File: config.mk
export PLATFORM = sky130hd
export DESIGN_NAME = ysyx_22050499_mdu
export DESIGN_NICKNAME = d
export VERILOG_FILES = /design/src/rtl/ysyx_22050499_mdu.sv
export SDC_FILE = /design/constraint.sdc
export NUM_CORES = 1
export LEC_CHECK = 0
export BUFFER_PORTS_ARGS = -buffer_cell sky130_fd_sc_hd__buf_4
export CELL_PAD_IN_SITES_DETAIL_PLACEMENT = 1
export CELL_PAD_IN_SITES_GLOBAL_PLACEMENT = 1
export CORE_UTILIZATION = 50
export DETAILED_ROUTE_END_ITERATION = 6
export PLACE_DENSITY_LB_ADDON = 0.15
export SETUP_SLACK_MARGIN = 0.4
export SLEW_MARGIN = 5
export SYNTH_ARGS = -nofsm -noshare
export SYNTH_HDL_FRONTEND = slang
export SYNTH_SLANG_ARGS = --single-unit
File: constraint.sdc
create_clock -name clk -period 6.6 [get_ports clk]
set_input_delay 0.99 -clock clk [delete_from_list [all_inputs] [get_ports clk]]
set_output_delay 0.99 -clock clk [all_outputs]
set_load 0.02 [all_outputs]
File: src/rtl/ysyx_22050499_mdu.sv
// Iterative RV M-extension multiply/divide unit.
// One bit per cycle shift-add multiply and restoring divide.
module ysyx_22050499_mdu #(
    parameter int XLEN  = 32,
    parameter int CNT_W = $clog2(XLEN)
) (
    input  logic            clk,
    input  logic            rst_n,
    input  logic            in_valid,
    output logic            in_ready,
    input  logic [2:0]      op,
    input  logic [XLEN-1:0] src_a,
    input  logic [XLEN-1:0] src_b,
    input  logic            flush,
    output logic            out_valid,
    input  logic            out_ready,
    output logic [XLEN-1:0] result,
    output logic            busy
);

    typedef enum logic [1:0] {IDLE, CALC, FIX, DONE} state_e;

    localparam logic [XLEN-1:0]  MIN  = {1'b1, {(XLEN-1){1'b0}}};
    localparam logic [CNT_W-1:0] LAST = CNT_W'(XLEN-1);

    state_e            state_q, state_d;
    logic [CNT_W-1:0]  cnt_q, cnt_d;
    logic [2:0]        op_q, op_d;
    logic              neg_q, neg_d;
    logic [XLEN-1:0]   mcand_q, mcand_d;
    logic [XLEN-1:0]   acc_q, acc_d;
    logic [XLEN-1:0]   lo_q, lo_d;
    logic [XLEN-1:0]   res_q, res_d;

    logic              sgn_a, sgn_b, neg_a, neg_b, res_neg;
    logic [XLEN-1:0]   mag_a, mag_b, addend, div_v;
    logic [XLEN:0]     sum_w, shf_w, diff_w;
    logic [2*XLEN-1:0] full_w, fullv_w;

    assign in_ready  = (state_q == IDLE) & rst_n;
    assign out_valid = (state_q == DONE);
    assign busy      = (state_q != IDLE);
    assign result    = res_q;

    // operand sign handling and per-iteration datapath terms
    always_comb begin
        sgn_a   = op[2] ? ~op[0] : (op[1:0] == 2'b01 || op[1:0] == 2'b10);
        sgn_b   = op[2] ? ~op[0] : (op[1:0] == 2'b01);
        neg_a   = sgn_a & src_a[XLEN-1];
        neg_b   = sgn_b & src_b[XLEN-1];
        mag_a   = neg_a ? ('0 - src_a) : src_a;
        mag_b   = neg_b ? ('0 - src_b) : src_b;
        res_neg = (op[2] & op[1]) ? neg_a : (neg_a ^ neg_b);
        addend  = lo_q[0] ? mcand_q : '0;
        sum_w   = {1'b0, acc_q} + {1'b0, addend};
        shf_w   = {acc_q, lo_q[XLEN-1]};
        diff_w  = shf_w - {1'b0, mcand_q};
        full_w  = {acc_q, lo_q};
        fullv_w = neg_q ? ('0 - full_w) : full_w;
        div_v   = op_q[1] ? acc_q : lo_q;
        div_v   = neg_q ? ('0 - div_v) : div_v;
    end

    // next-state and datapath update
    always_comb begin
        state_d = state_q;
        cnt_d   = cnt_q;
        op_d    = op_q;
        neg_d   = neg_q;
        mcand_d = mcand_q;
        acc_d   = acc_q;
        lo_d    = lo_q;
        res_d   = res_q;
        if (flush) begin
            state_d = IDLE;
        end else begin
            unique case (state_q)
                IDLE: begin
                    if (in_valid) begin
                        op_d    = op;
                        neg_d   = res_neg;
                        mcand_d = mag_b;
                        acc_d   = '0;
                        lo_d    = mag_a;
                        cnt_d   = '0;
                        if (op[2] && src_b == '0) begin
                            res_d   = op[1] ? src_a : '1;
                            state_d = DONE;
                        end else if (op[2] && !op[0] && src_a == MIN && src_b == '1) begin
                            res_d   = op[1] ? '0 : src_a;
                            state_d = DONE;
                        end else begin
                            state_d = CALC;
                        end
                    end
                end
                CALC: begin
                    if (op_q[2]) begin
                        if (!diff_w[XLEN]) begin
                            acc_d = diff_w[XLEN-1:0];
                            lo_d  = {lo_q[XLEN-2:0], 1'b1};
                        end else begin
                            acc_d = shf_w[XLEN-1:0];
                            lo_d  = {lo_q[XLEN-2:0], 1'b0};
                        end
                    end else begin
                        acc_d = sum_w[XLEN:1];
                        lo_d  = {sum_w[0], lo_q[XLEN-1:1]};
                    end
                    cnt_d = cnt_q + 1'b1;
                    if (cnt_q == LAST) state_d = FIX;
                end
                FIX: begin
                    if (op_q[2])
                        res_d = div_v;
                    else if (op_q[1:0] == 2'b00)
                        res_d = fullv_w[XLEN-1:0];
                    else
                        res_d = fullv_w[2*XLEN-1:XLEN];
                    state_d = DONE;
                end
                DONE: begin
                    if (out_ready) state_d = IDLE;
                end
                default: state_d = IDLE;
            endcase
        end
    end

    // state and datapath registers, synchronous active-low reset
    always_ff @(posedge clk) begin
        if (!rst_n) begin
            state_q <= IDLE;
            cnt_q   <= '0;
            op_q    <= '0;
            neg_q   <= 1'b0;
            mcand_q <= '0;
            acc_q   <= '0;
            lo_q    <= '0;
            res_q   <= '0;
        end else begin
            state_q <= state_d;
            cnt_q   <= cnt_d;
            op_q    <= op_d;
            neg_q   <= neg_d;
            mcand_q <= mcand_d;
            acc_q   <= acc_d;
            lo_q    <= lo_d;
            res_q   <= res_d;
        end
    end

endmodule

Word-level counts from Yosys, hierarchy flattened
Cells that the tools add are included.
{"block": "totals", "wordCells": 85, "register_bits": 139, "out_inout_bits": 35, "inputBits": 72}
{"block": "classes", "n_bitwise": 8, "mux": 33, "addsub": 7, "n_eq_ne": 12, "reduce_logical": 17}
{"cell": "32-bit 2-to-1 mux", "n": 17}
{"cell": "32-bit case mux with 2 select lines", "n": 3}
{"cell": "1-bit by 32-bit subtractor with 32-bit output (first input constant)", "n": 3}
{"cell": "32-bit == test (second input constant)", "n": 2}
{"cell": "64-bit 2-to-1 mux", "n": 1}
{"cell": "1-bit by 64-bit subtractor with 64-bit output (first input constant)", "n": 1}
{"cell": "32-bit by 32-bit adder with 33-bit output", "n": 1}
{"cell": "33-bit by 32-bit subtractor with 33-bit output", "n": 1}
{"cell": "32-bit zero test", "n": 1}
{"cell": "2-bit 2-to-1 mux", "n": 5}
{"cell": "5-bit case mux with 2 select lines", "n": 1}
{"cell": "3-bit AND reduction", "n": 3}
{"cell": "2-bit case mux with 4 select lines", "n": 1}
{"cell": "2-bit == test (second input constant)", "n": 3}
{"cell": "2-bit nonzero test", "n": 3}
{"cell": "5-bit by 1-bit adder with 5-bit output (second input constant)", "n": 1}
{"cell": "5-bit == test (second input constant)", "n": 1}
{"cell": "5-bit 2-to-1 mux", "n": 1}
{"cell": "1-bit bitwise AND", "n": 4}
{"cell": "2-bit by 1-bit == test with 1-bit output (second input constant)", "n": 2}
{"cell": "1-bit logical AND", "n": 4}
{"cell": "2-bit zero test", "n": 2}
{"cell": "1-bit 2-to-1 mux", "n": 4}
{"cell": "2-bit != test (second input constant)", "n": 2}
{"cell": "8 further kinds", "n": 10}

Logic depth before layout (Yosys ltp)
Gate-level depths: netlist (run 1).
{"block": "depth", "depth_word": 8, "depth_mapped": 16}

Worst setup path before layout (run 1)
No wires, ideal clock.
{"block": "synth_path", "path_type": "register to register", "startpoint": "reg op_q[1]", "endpoint": "reg res_q[26], in the netlist result[26]", "arrival_time_ns": 3.555, "path_stages_with_launch": 17, "synth_period_minus_slack_ns": 3.669, "path_buffers": 6, "setup_ns": 0.115, "path_slack_ns": 2.931, "path_cell_list": "dfxtp_1 buf_2 buf_2 buf_2 clkbuf_1 clkbuf_1 buf_2 mux2i_1 ha_1 o221ai_1 nor2_1 nand2_1 o41ai_1 xor2_1 a21oi_1 a21oi_2 o21a_1"}
{"block": "synth_between", "elab_chain_cells": 5}
{"element": "from (decl)", "line_no": "28", "text": "logic [2:0] op_q, op_d;"}
{"element": "from (signal assigned)", "line_no": "144", "text": "op_q <= op_d;"}
{"element": "32-bit 2-to-1 mux", "line_no": "60", "text": "div_v = op_q[1] ? acc_q : lo_q;"}
{"element": "1-bit by 32-bit subtractor with 32-bit output", "line_no": "61", "text": "div_v = neg_q ? ('0 - div_v) : div_v;"}
{"element": "32-bit 2-to-1 mux", "line_no": "61"}
{"element": "32-bit 2-to-1 mux *", "line_no": "114", "text": "if (op_q[2])"}
{"element": "32-bit case mux with 2 select lines *", "line_no": "77", "text": "unique case (state_q)"}
{"element": "to (signal assigned)", "line_no": "149", "text": "res_q <= res_d;"}
{"element": "to (decl)", "line_no": "33", "text": "logic [XLEN-1:0] res_q, res_d;"}
Every way passes the cells marked *; elsewhere a longest branch is shown, timed or not.
A chain may end at the register's enable or synchronous reset.

Worst setup path in the final report (run 1)
{"block": "layout_path", "startpoint": "reg acc_q[10]", "endpoint": "reg acc_q[20]"}
{"block": "layout_between", "elab_chain_cells": 4}
{"element": "from (decl)", "line_no": "31", "text": "logic [XLEN-1:0] acc_q, acc_d;"}
{"element": "from (signal assigned)", "line_no": "138", "text": "acc_q <= '0;"}
{"element": "from (signal assigned)", "line_no": "147", "text": "acc_q <= acc_d;"}
{"element": "33-bit by 32-bit subtractor with 33-bit output", "line_no": "57", "text": "diff_w = shf_w - {1'b0, mcand_q};"}
{"element": "32-bit 2-to-1 mux", "line_no": "99", "text": "if (!diff_w[XLEN]) begin"}
{"element": "32-bit 2-to-1 mux *", "line_no": "98", "text": "if (op_q[2]) begin"}
{"element": "32-bit case mux with 2 select lines *", "line_no": "77"}
Marks and branches as above.

==> run_results.csv, run 1 <==
group,metric,value,unit
status,status,"finished, final reports clean",
finish,fill_cells,3819,
power,power_per_cell_area,175.1,nW/um^2
finish,final_common_cell,"nand2_1",
sta,tns,0,ps
critical_path,arrival,4770,ps
critical_path,start_kind,"flip-flop",
global_routing,grt_pass1_wl,94290,um
die,start_util,51.09,%
sta,slew_headroom,18.61,%
die,die_w,176.5,um
clock_tree,clkTransAtPathRegs,70,ps
power,power.net_switching,1114,uW
logic_synthesis,avgSynthCellArea,7.231,um^2
critical_path,cp.required,6900,ps
power,swShare,38.21,%
placed_design,place_hpwl,45220,um
clock_tree,cts_tree,"built",
run,drv_cap,0,
power,peakVddDrop,0.1884,mV
clock_tree,cts_max_level,4,
logic_synthesis,synth_top_area_share,18.28,%
logic_synthesis,synth_cell_type_count,86,
die,rows,63,
power,p_int,1801,uW
drt,detail_route.vias_per_cell,6.758,
power,power_frac_comb,32.0,%
sta,finalCritPeriodShare,67.78,%
critical_path,r2r_slack,2130,ps
global_routing,overflow,0,
finish,multi_input_area,11520,um^2
die,coreArea,29800,um^2
finish,layout_common_cells,"nand2_1 (205), a21oi_1 (177), nor2_1 (170), o21ai_0 (154), dfxtp_1 (136)",
logic_synthesis,ys_async_sr_fraction,0,%
drt,via_count,16870,
sta,final-setup-viol-count,0,
die,io_pins,107,
sta,fmax,223.5,MHz
placed_design,placed_area,16050,um^2
finish,final_nets,2243,
placed_design,finalWeightedCongestion,0.9336,
drt,routedWlPerCell,24.46,um
logic_synthesis,synth_cells,2105,
die,die-area,31150,um^2
finish,area_delta_synth_final,9.387,%
clock_tree,clockRootBuffer,"clkbuf_16",
sta,skew,11.32,ps
clock_tree,clock_latency,460,ps
die,die_h,176.5,um
drt,drc,0,
finish,n_antenna_cell,0,
global_routing,grt_pass1_vias,16710,
sta,hold_viol_final,0,
sta,drv_slew,0,
critical_path,path_class,"flip-flop to flip-flop",
clock_tree,cts.sink_count,139,
sta,grt_setup_unrepaired,"no",
clock_tree,numCtsBuffers,17,
power,pwr-share-clk,35.5,%
drt,ant_nets,0,
power,seq_power_share,32.5,%
clock_tree,clockBufferDepth,2,
logic_synthesis,synth-edff-count,0,
global_routing,antenna_found_initial,0,
critical_path,path_max_fanout,13,
drt,drt_first_pass_iters,5,
global_routing,gr-usage-all-layers,38.96,%
power,leakagePower,0.006162,uW
clock_tree,cts_setup_buffers,0,
logic_synthesis,ys_seq_elements,139,
clock_tree,ctsHoldBuffers,0,
placed_design,port_buffers,106,
logic_synthesis,synth-main-ff-cell,"dfxtp_1",
finish,final_layout_size_suffix_gt1_share,10.78,%
min_path,hold_path.class,"flip-flop to flip-flop",
finish,regArea,2789,um^2
drt,finalWirelength,61050,um
drt,drtIter0Drc,1647,
finish,design_area,16650,um^2
critical_path,cp-end-kind,"flip-flop",
logic_synthesis,synth_area_leaders,"dfxtp_1 (18%), ha_1 (6.2%), xnor2_1 (6.2%), a21oi_1 (5.8%), mux2i_1 (5.1%)",
sta,max_slew.worst_pin.slew,1212,ps
logic_synthesis,yosysSeqAreaShare,18.28,%
logic_synthesis,synth_top_cell_by_area,"dfxtp_1",
logic_synthesis,yosys_warnings,0,
global_routing,grt_max_degree,75,
sta,period_needed,4474,ps
logic_synthesis,syn-cell-area,15220,um^2
clock_tree,ctsResizeCount,0,
logic_synthesis,syn_nets,2255,
power,p_total,2915,uW
kinds of logic after synthesis:
family | synth area share [%]
mux | 5.795
compound gates | 29.86
buf+inv | 6.239
xor+xnor | 10.70
simple gates | 20.77
fa+ha+maj | 8.351
flops | 18.28
worst max-delay path, cell delays in order, from the launching register on:
cell and delay, ps:
dfxtp_1 670, ha_1 400, and2_1 190, nor2b_1 140, a2111oi_1 410, a21oi_1 220
or4_1 560, a21oi_1 750, nor2_2 320, buf_4 340, mux2i_1 180, o221ai_1 130
power groups by stage:
stage | Combinational [uW] | Clock, uW | Sequential [uW]
floorplan | 667 | 0 | 904
finish | 932 | 1040 | 948
detailed placement | 898 | 0 | 963
global route | 1000 | 1070 | 951
CTS | 909 | 1030 | 944
global placement | 871 | 0 | 961
synthesized netlist by cell type (17+ instances only):
master	count
a211oi_1	48
a21o_1	31
nand3_1	37
mux2i_1	78
o211ai_1	50
nand2_1	205
or3_1	17
dfxtp_1	139
xnor2_1	108
o21ai_0	154
nand4_1	22
inv_1	74
nor3_1	63
xor2_1	78
a21oi_1	177
o31ai_1	31
maj3_1	28
a22oi_1	23
nor4_1	19
clkbuf_1	122
nor2_1	175
ha_1	76
nand2b_1	21
a31oi_1	34
buf_2	18
per-layer routing:
metal	routed length (um)	global-route usage, %	up-vias
li1	-	-	7704
met1	26250	52.88	8266
met2	27240	60.98	737
met3	5109	5.233	162
met4	2456	17.71	0
met5	0	0	-
flip-flops by register name (all words and copies together) (netlist names):
name     cells
cnt_q        5
result      32
state_q      2
op_q         3
lo_q        32
neg_q        1
acc_q       32
mcand_q     32
metrics by stage:
step | instances | utilization (%) | worst slack [ps] | hold WS [ps]
detailed placement | 2464 | 53.86 | 1970 | 447.9
global placement | 2464 | 53.86 | 2137 | 442.0
floorplan | 2105 | - | 2931 | 431.9
CTS | 2496 | 55.88 | 2211 | 457.2
finish | 2496 | 55.88 | 2126 | 457.8
global route | 2496 | 55.88 | 1912 | 472.6
final timing paths:
kind | start | to | cells past startpoint
min reg2reg | mcand_q[31] | mcand_q[31] | 2
max reg2reg | acc_q[10] | acc_q[20] | 11
min | mcand_q[31] | mcand_q[31] | 2
max | acc_q[10] | acc_q[20] | 11
final cells by class:
type                    count  area share [%]
clock inverters            12          0.8191
well taps                 390           2.931
flip-flops and latches    139           16.75
multi-input cells        1729           69.19
repair buffers            127           5.726
clock buffers              20           2.803
inverters                  79           1.781
Note: power is estimated with default switching activity, not from simulation.
==> inputs of run 2 (changes only) <==
--- a/config.mk
+++ b/config.mk
@@ -8,7 +8,7 @@
 export BUFFER_PORTS_ARGS = -buffer_cell sky130_fd_sc_hd__buf_4
 export CELL_PAD_IN_SITES_DETAIL_PLACEMENT = 1
 export CELL_PAD_IN_SITES_GLOBAL_PLACEMENT = 1
-export CORE_UTILIZATION = 50
+export CORE_UTILIZATION = 46
 export DETAILED_ROUTE_END_ITERATION = 6
 export PLACE_DENSITY_LB_ADDON = 0.15
 export SETUP_SLACK_MARGIN = 0.4
==> constraint.sdc (replaced) <==
create_clock -name clk -period 4.3 [get_ports clk]
set_input_delay 0.645 -clock clk [delete_from_list [all_inputs] [get_ports clk]]
set_output_delay 0.645 -clock clk [all_outputs]
set_load 0.02 [all_outputs]
==> run_results.csv, run 2 (synthesized netlist as in run 1, its figures left out) <==
group,metric,value,unit
status,status,"finished, final reports clean",
global_routing,gr-usage-met2,59.86,%
critical_path,r2r-end,"result[26]",
sta,grt_setup_unrepaired,"no",
drt,finalWirelength,64040,um
sta,finalCritPeriodShare,87.87,%
clock_tree,clock_latency,460,ps
drt,drt_first_pass_iters,6,
clock_tree,clockRootBuffer,"clkbuf_16",
global_routing,met3_usage,5.468,%
die,die-area,33820,um^2
min_path,hold_path.class,"flip-flop to flip-flop",
sta,slew_headroom,24.97,%
sta,period_needed,3778,ps
die,start_util,46.79,%
critical_path,cp-end-kind,"flip-flop",
sta,skew,12.73,ps
critical_path,arrival,4120,ps
sta,hold_viol_final,0,
sta,max_slew.worst_pin.slew,1118,ps
clock_tree,cts_tree,"built",
sta,tns,0,ps
sta,fmax,264.7,MHz
clock_tree,clkTransAtPathRegs,70,ps
global_routing,busiest_layer,"met2",
sta,setup_slack,521.8,ps
global_routing,antenna_found_initial,0,
critical_path,start_kind,"flip-flop",
drt,ant_nets,0,
drt,drtIter0Drc,1723,
sta,final-setup-viol-count,0,
drt,detail_route.vias_per_cell,6.602,
drt,routedWlPerCell,24.53,um
min_path,worstHoldEndpoint,"mcand_q[22]",
critical_path,rr_startpoint,"op_q[1]",
die,coreArea,32540,um^2
die,rows,66,
power,p_total,4649,uW
clock_tree,numCtsBuffers,17,
global_routing,grt_util_met1,51.62,%
finish,final_layout_size_suffix_gt1_share,13.60,%
critical_path,r2r_slack,520,ps
global_routing,grt_pass1_wl,98430,um
placed_design,finalWeightedCongestion,0.9476,
drt,via_count,17240,
min_path,worstHoldStart,"mcand_q[22]",
clock_tree,clockBufferDepth,2,
power,power_per_cell_area,269.0,nW/um^2
placed_design,port_buffers,106,
die,die_w,183.9,um
critical_path,r2r_cells,10,
critical_path,path_class,"flip-flop to flip-flop",
drt,drc,0,
clock_tree,cts_max_level,4,
finish,design_area,17280,um^2
critical_path,cp.required,4650,ps
die,io_pins,107,
sta,drv_slew,0,
power,leakagePower,0.006512,uW
global_routing,grt_max_degree,82,
die,die_h,183.9,um
finish,fill_cells,4215,
critical_path,path_max_fanout,26,
run,drv_cap,0,
finish,n_antenna_cell,0,
finish,final_nets,2306,
global_routing,gr-usage-all-layers,37.76,%
min_path,hold_depth,2,
placed_design,pre_cts_slack,165.3,ps
power,peakVddDrop,0.3367,mV
finish,area_delta_synth_final,13.55,%
clock_tree,ctsHoldBuffers,0,
global_routing,grt_pass1_vias,16880,
finish,final_common_cell,"nand2_1",
global_routing,overflow,0,
placed_design,place_hpwl,47640,um
finish,layout_common_cells,"nand2_1 (205), buf_4 (188), a21oi_1 (176), nor2_1 (170), o21ai_0 (153)",
clock_tree,cts.sink_count,139,
placed_design,placed_area,16550,um^2
run 2: cell types whose count changed in the layout (fill, tap and decap cells not counted), moves of 2 or more:
cell,delta
bufinv_16,+2
a211oi_1,-2
buf_4,+61
clkinv_4,-2
clkbuf_8,-2
clkbuf_1,+2
a211oi_2,+2
clkinvlp_4,+2
clkinv_2,-2
inv_6,+2
run 2: final cells by class:
| class | instances | area (um^2) | area share (%) |
|---|---|---|---|
| multi-input cells | 1729 | 11550 | 66.82 |
| inverters | 79 | 300.3 | 1.737 |
| well taps | 442 | 553.0 | 3.200 |
| repair inverters | 1 | 7.507 | 0.04343 |
| clock buffers | 21 | 471.7 | 2.729 |
| clock inverters | 11 | 180.2 | 1.042 |
| repair buffers | 189 | 1431 | 8.281 |
| flip-flops and latches | 139 | 2790 | 16.14 |
run 2: worst max-delay path, cell delays in order (launching register included):
cell      delay, ps
dfxtp_2         770
buf_4           360
nor3b_1         300
o221ai_1        300
nor2_1          500
nand2_1         270
o41ai_1         450
xor2_1          110
a21oi_1         300
a21oi_2          90
o21a_1          200
run 2: worst max-delay path by stage:
stage / from / to / slack [ps] / cells after the start
6_report: op_q[1] / result[26] / 520 / 10
5_1_grt: lo_q[0] / acc_q[29] / 410 / 14
4_1_cts: lo_q[0] / acc_q[29] / 340 / 11
3_5_place_dp: lo_q[0] / acc_q[30] / 170 / 12
3_3_place_gp: mcand_q[9] / acc_q[29] / 430 / 12
2_1_floorplan: op_q[1] / result[26] / 630 / 16
run 2: per-stage QoR:
| stage | utilization, % | hold slack (ps) | instances |
|---|---|---|---|
| global route | 53.12 | 493.2 | 2611 |
| finish | 53.12 | 453.3 | 2611 |
| detailed placement | 50.88 | 446.8 | 2573 |
| CTS | 52.92 | 454.4 | 2606 |
| global placement | 50.88 | 442.1 | 2573 |
| floorplan | - | 431.9 | 2105 |
run 2: where the power goes:
group | internal, uW | leakage (uW) | switching [uW] | total, uW
Combinational | 555 | 0.00507 | 959 | 1510
Sequential | 1340 | 0.00113 | 93.6 | 1430
Clock | 1030 | 0.000314 | 673 | 1700
run 2: layer usage:
layer	share of wire (%)	routed length, um	up-vias
li1	-	-	7845
met1	45	28580	8488
met2	45	28770	758
met3	7.2	4602	148
met4	3.3	2091	0
met5	0	0	-
run 2: timing repair:
item | in CTS | in global routing
endpoints found under the setup margin | 3 | 23
gates resized for setup | 3 | 7
pin swaps | 0 | 1
gates cloned | 1 | 0
setup buffers | 0 | 5
==> inputs of run 3 (changes only) <==
==> constraint.sdc (replaced) <==
create_clock -name clk -period 4.3 [get_ports clk]
set_input_delay 0.43 -clock clk [delete_from_list [all_inputs] [get_ports clk]]
set_output_delay 0.43 -clock clk [all_outputs]
set_load 0.02 [all_outputs]
==> run_results.csv, run 3 (synthesized netlist as in run 1, its figures left out) <==
group,metric,value,unit
min_path,hold_path.class,"primary input to flip-flop",
clock_tree,cts_tree,"built",
global_routing,grt_pass1_wl,96810,um
clock_tree,cts.sink_count,139,
critical_path,path_max_fanout,6,
sta,grt_setup_unrepaired,"yes",
finish,n_antenna_cell,0,
clock_tree,numCtsBuffers,17,
drt,finalWirelength,63120,um
finish,design_area,17070,um^2
status,status,"finished, final reports clean",
die,die_w,183.9,um
die,coreArea,32540,um^2
drt,routedWlPerCell,24.29,um
clock_tree,ctsResizeCount,1,
placed_design,place_hpwl,47120,um
critical_path,path_class,"flip-flop to flip-flop",
die,die_h,183.9,um
critical_path,cp.required,4640,ps
placed_design,finalWeightedCongestion,0.9342,
power,leakagePower,0.006388,uW
clock_tree,cts_max_level,4,
global_routing,gr-usage-all-layers,37.10,%
clock_tree,cts_setup_buffers,0,
finish,final_layout_size_suffix_gt1_share,13.17,%
sta,hold_viol_final,0,
sta,drv_slew,0,
power,peakVddDrop,0.2940,mV
placed_design,pre_cts_slack,232.4,ps
global_routing,grt_max_degree,82,
sta,finalCritPeriodShare,86.67,%
finish,area_delta_synth_final,12.17,%
sta,max_slew.worst_pin.slew,1422,ps
global_routing,antenna_found_initial,0,
sta,setup_slack,573.1,ps
placed_design,dp.cells,2566,
sta,fmax,268.3,MHz
clock_tree,clkTransAtPathRegs,70,ps
run,drv_cap,0,
finish,final_nets,2293,
drt,drc,0,
global_routing,grt_pass1_vias,16880,
sta,final-setup-viol-count,0,
clock_tree,clock_latency,460,ps
drt,ant_nets,0,
critical_path,start_kind,"flip-flop",
critical_path,arrival,4060,ps
die,io_pins,107,
drt,drt_first_pass_iters,6,
finish,final_common_cell,"nand2_1",
clock_tree,ctsHoldBuffers,0,
sta,skew,12.56,ps
power,power_per_cell_area,255.9,nW/um^2
clock_tree,clockBufferDepth,2,
die,rows,66,
drt,detail_route.vias_per_cell,6.563,
global_routing,overflow,0,
sta,slew_headroom,4.593,%
drt,via_count,17050,
placed_design,placed_area,16500,um^2
clock_tree,clockRootBuffer,"clkbuf_16",
critical_path,cp-end-kind,"flip-flop",
drt,drtIter0Drc,1777,
placed_design,port_buffers,106,
sta,period_needed,3727,ps
die,die-area,33820,um^2
sta,tns,0,ps
die,start_util,46.79,%
finish,layout_common_cells,"nand2_1 (204), a21oi_1 (177), buf_4 (176), nor2_1 (170), o21ai_0 (153)",
finish,stdcell_count,2598,
power,p_total,4370,uW
## run 3: changes by cell type in the layout (fill, tap and decap cells not counted), sizes merged
cell      change
clkbuf        -3
clkinvlp      +6
buf          -12
bufinv        -4
clkinv        +2
inv           -2
## run 3: worst paths after layout
path / from / end / slack (ps) / cells after the start
worst max register to register: lo_q[0] / acc_q[29] / 570 / 14
worst min-delay path: op[2] / op_q[2] / 260 / 3
worst max-delay path: lo_q[0] / acc_q[29] / 570 / 14
worst min register to register: result[20] / result[20] / 470 / 2
## run 3: power breakdown
part,internal (uW),switching (uW),total (uW)
Clock,736,690,1430
Combinational,556,967,1520
Sequential,1340,84.1,1420
## run 3: layout make-up
class,instances,area [um^2]
fillers,4245,15460
flip-flops and latches,139,2793
repair buffers,177,1341
multi-input cells,1729,11560
well taps,442,553.0
clock inverters,14,101.3
clock buffers,18,429.2
inverters,79,300.3
## run 3: through the flow
stage          util (%)  hold WS, ps
2_1_floorplan         -        431.9
3_5_place_dp      50.72        462.2
3_3_place_gp      50.72        442.7
6_report          52.48        258.5
4_1_cts           52.36        237.7
5_1_grt           52.48        249.7
## run 3: routing by layer
layer / vias up / share of wire [%] / wire, um / GRT usage (%)
li1: 7803 / - / - / -
met1: 8396 / 45 / 28180 / 50.84
met2: 706 / 45 / 28250 / 58.42
met3: 145 / 7.3 / 4637 / 5.527
met4: 0 / 3.2 / 2047 / 13.80
met5: - / 0 / 0 / 0
## run 3: worst max-delay path: stages, from the launching register on
cell and delay, ps:
dfxtp_1 390, buf_4 180, and2_1 130, ha_1 210, inv_1 80, fa_1 380
nand2b_1 190, a211o_1 330, a21o_1 240, a211oi_1 530, o41ai_2 150, a21oi_1 170
nor2_1 60, o211a_1 220, a2111oi_1 350
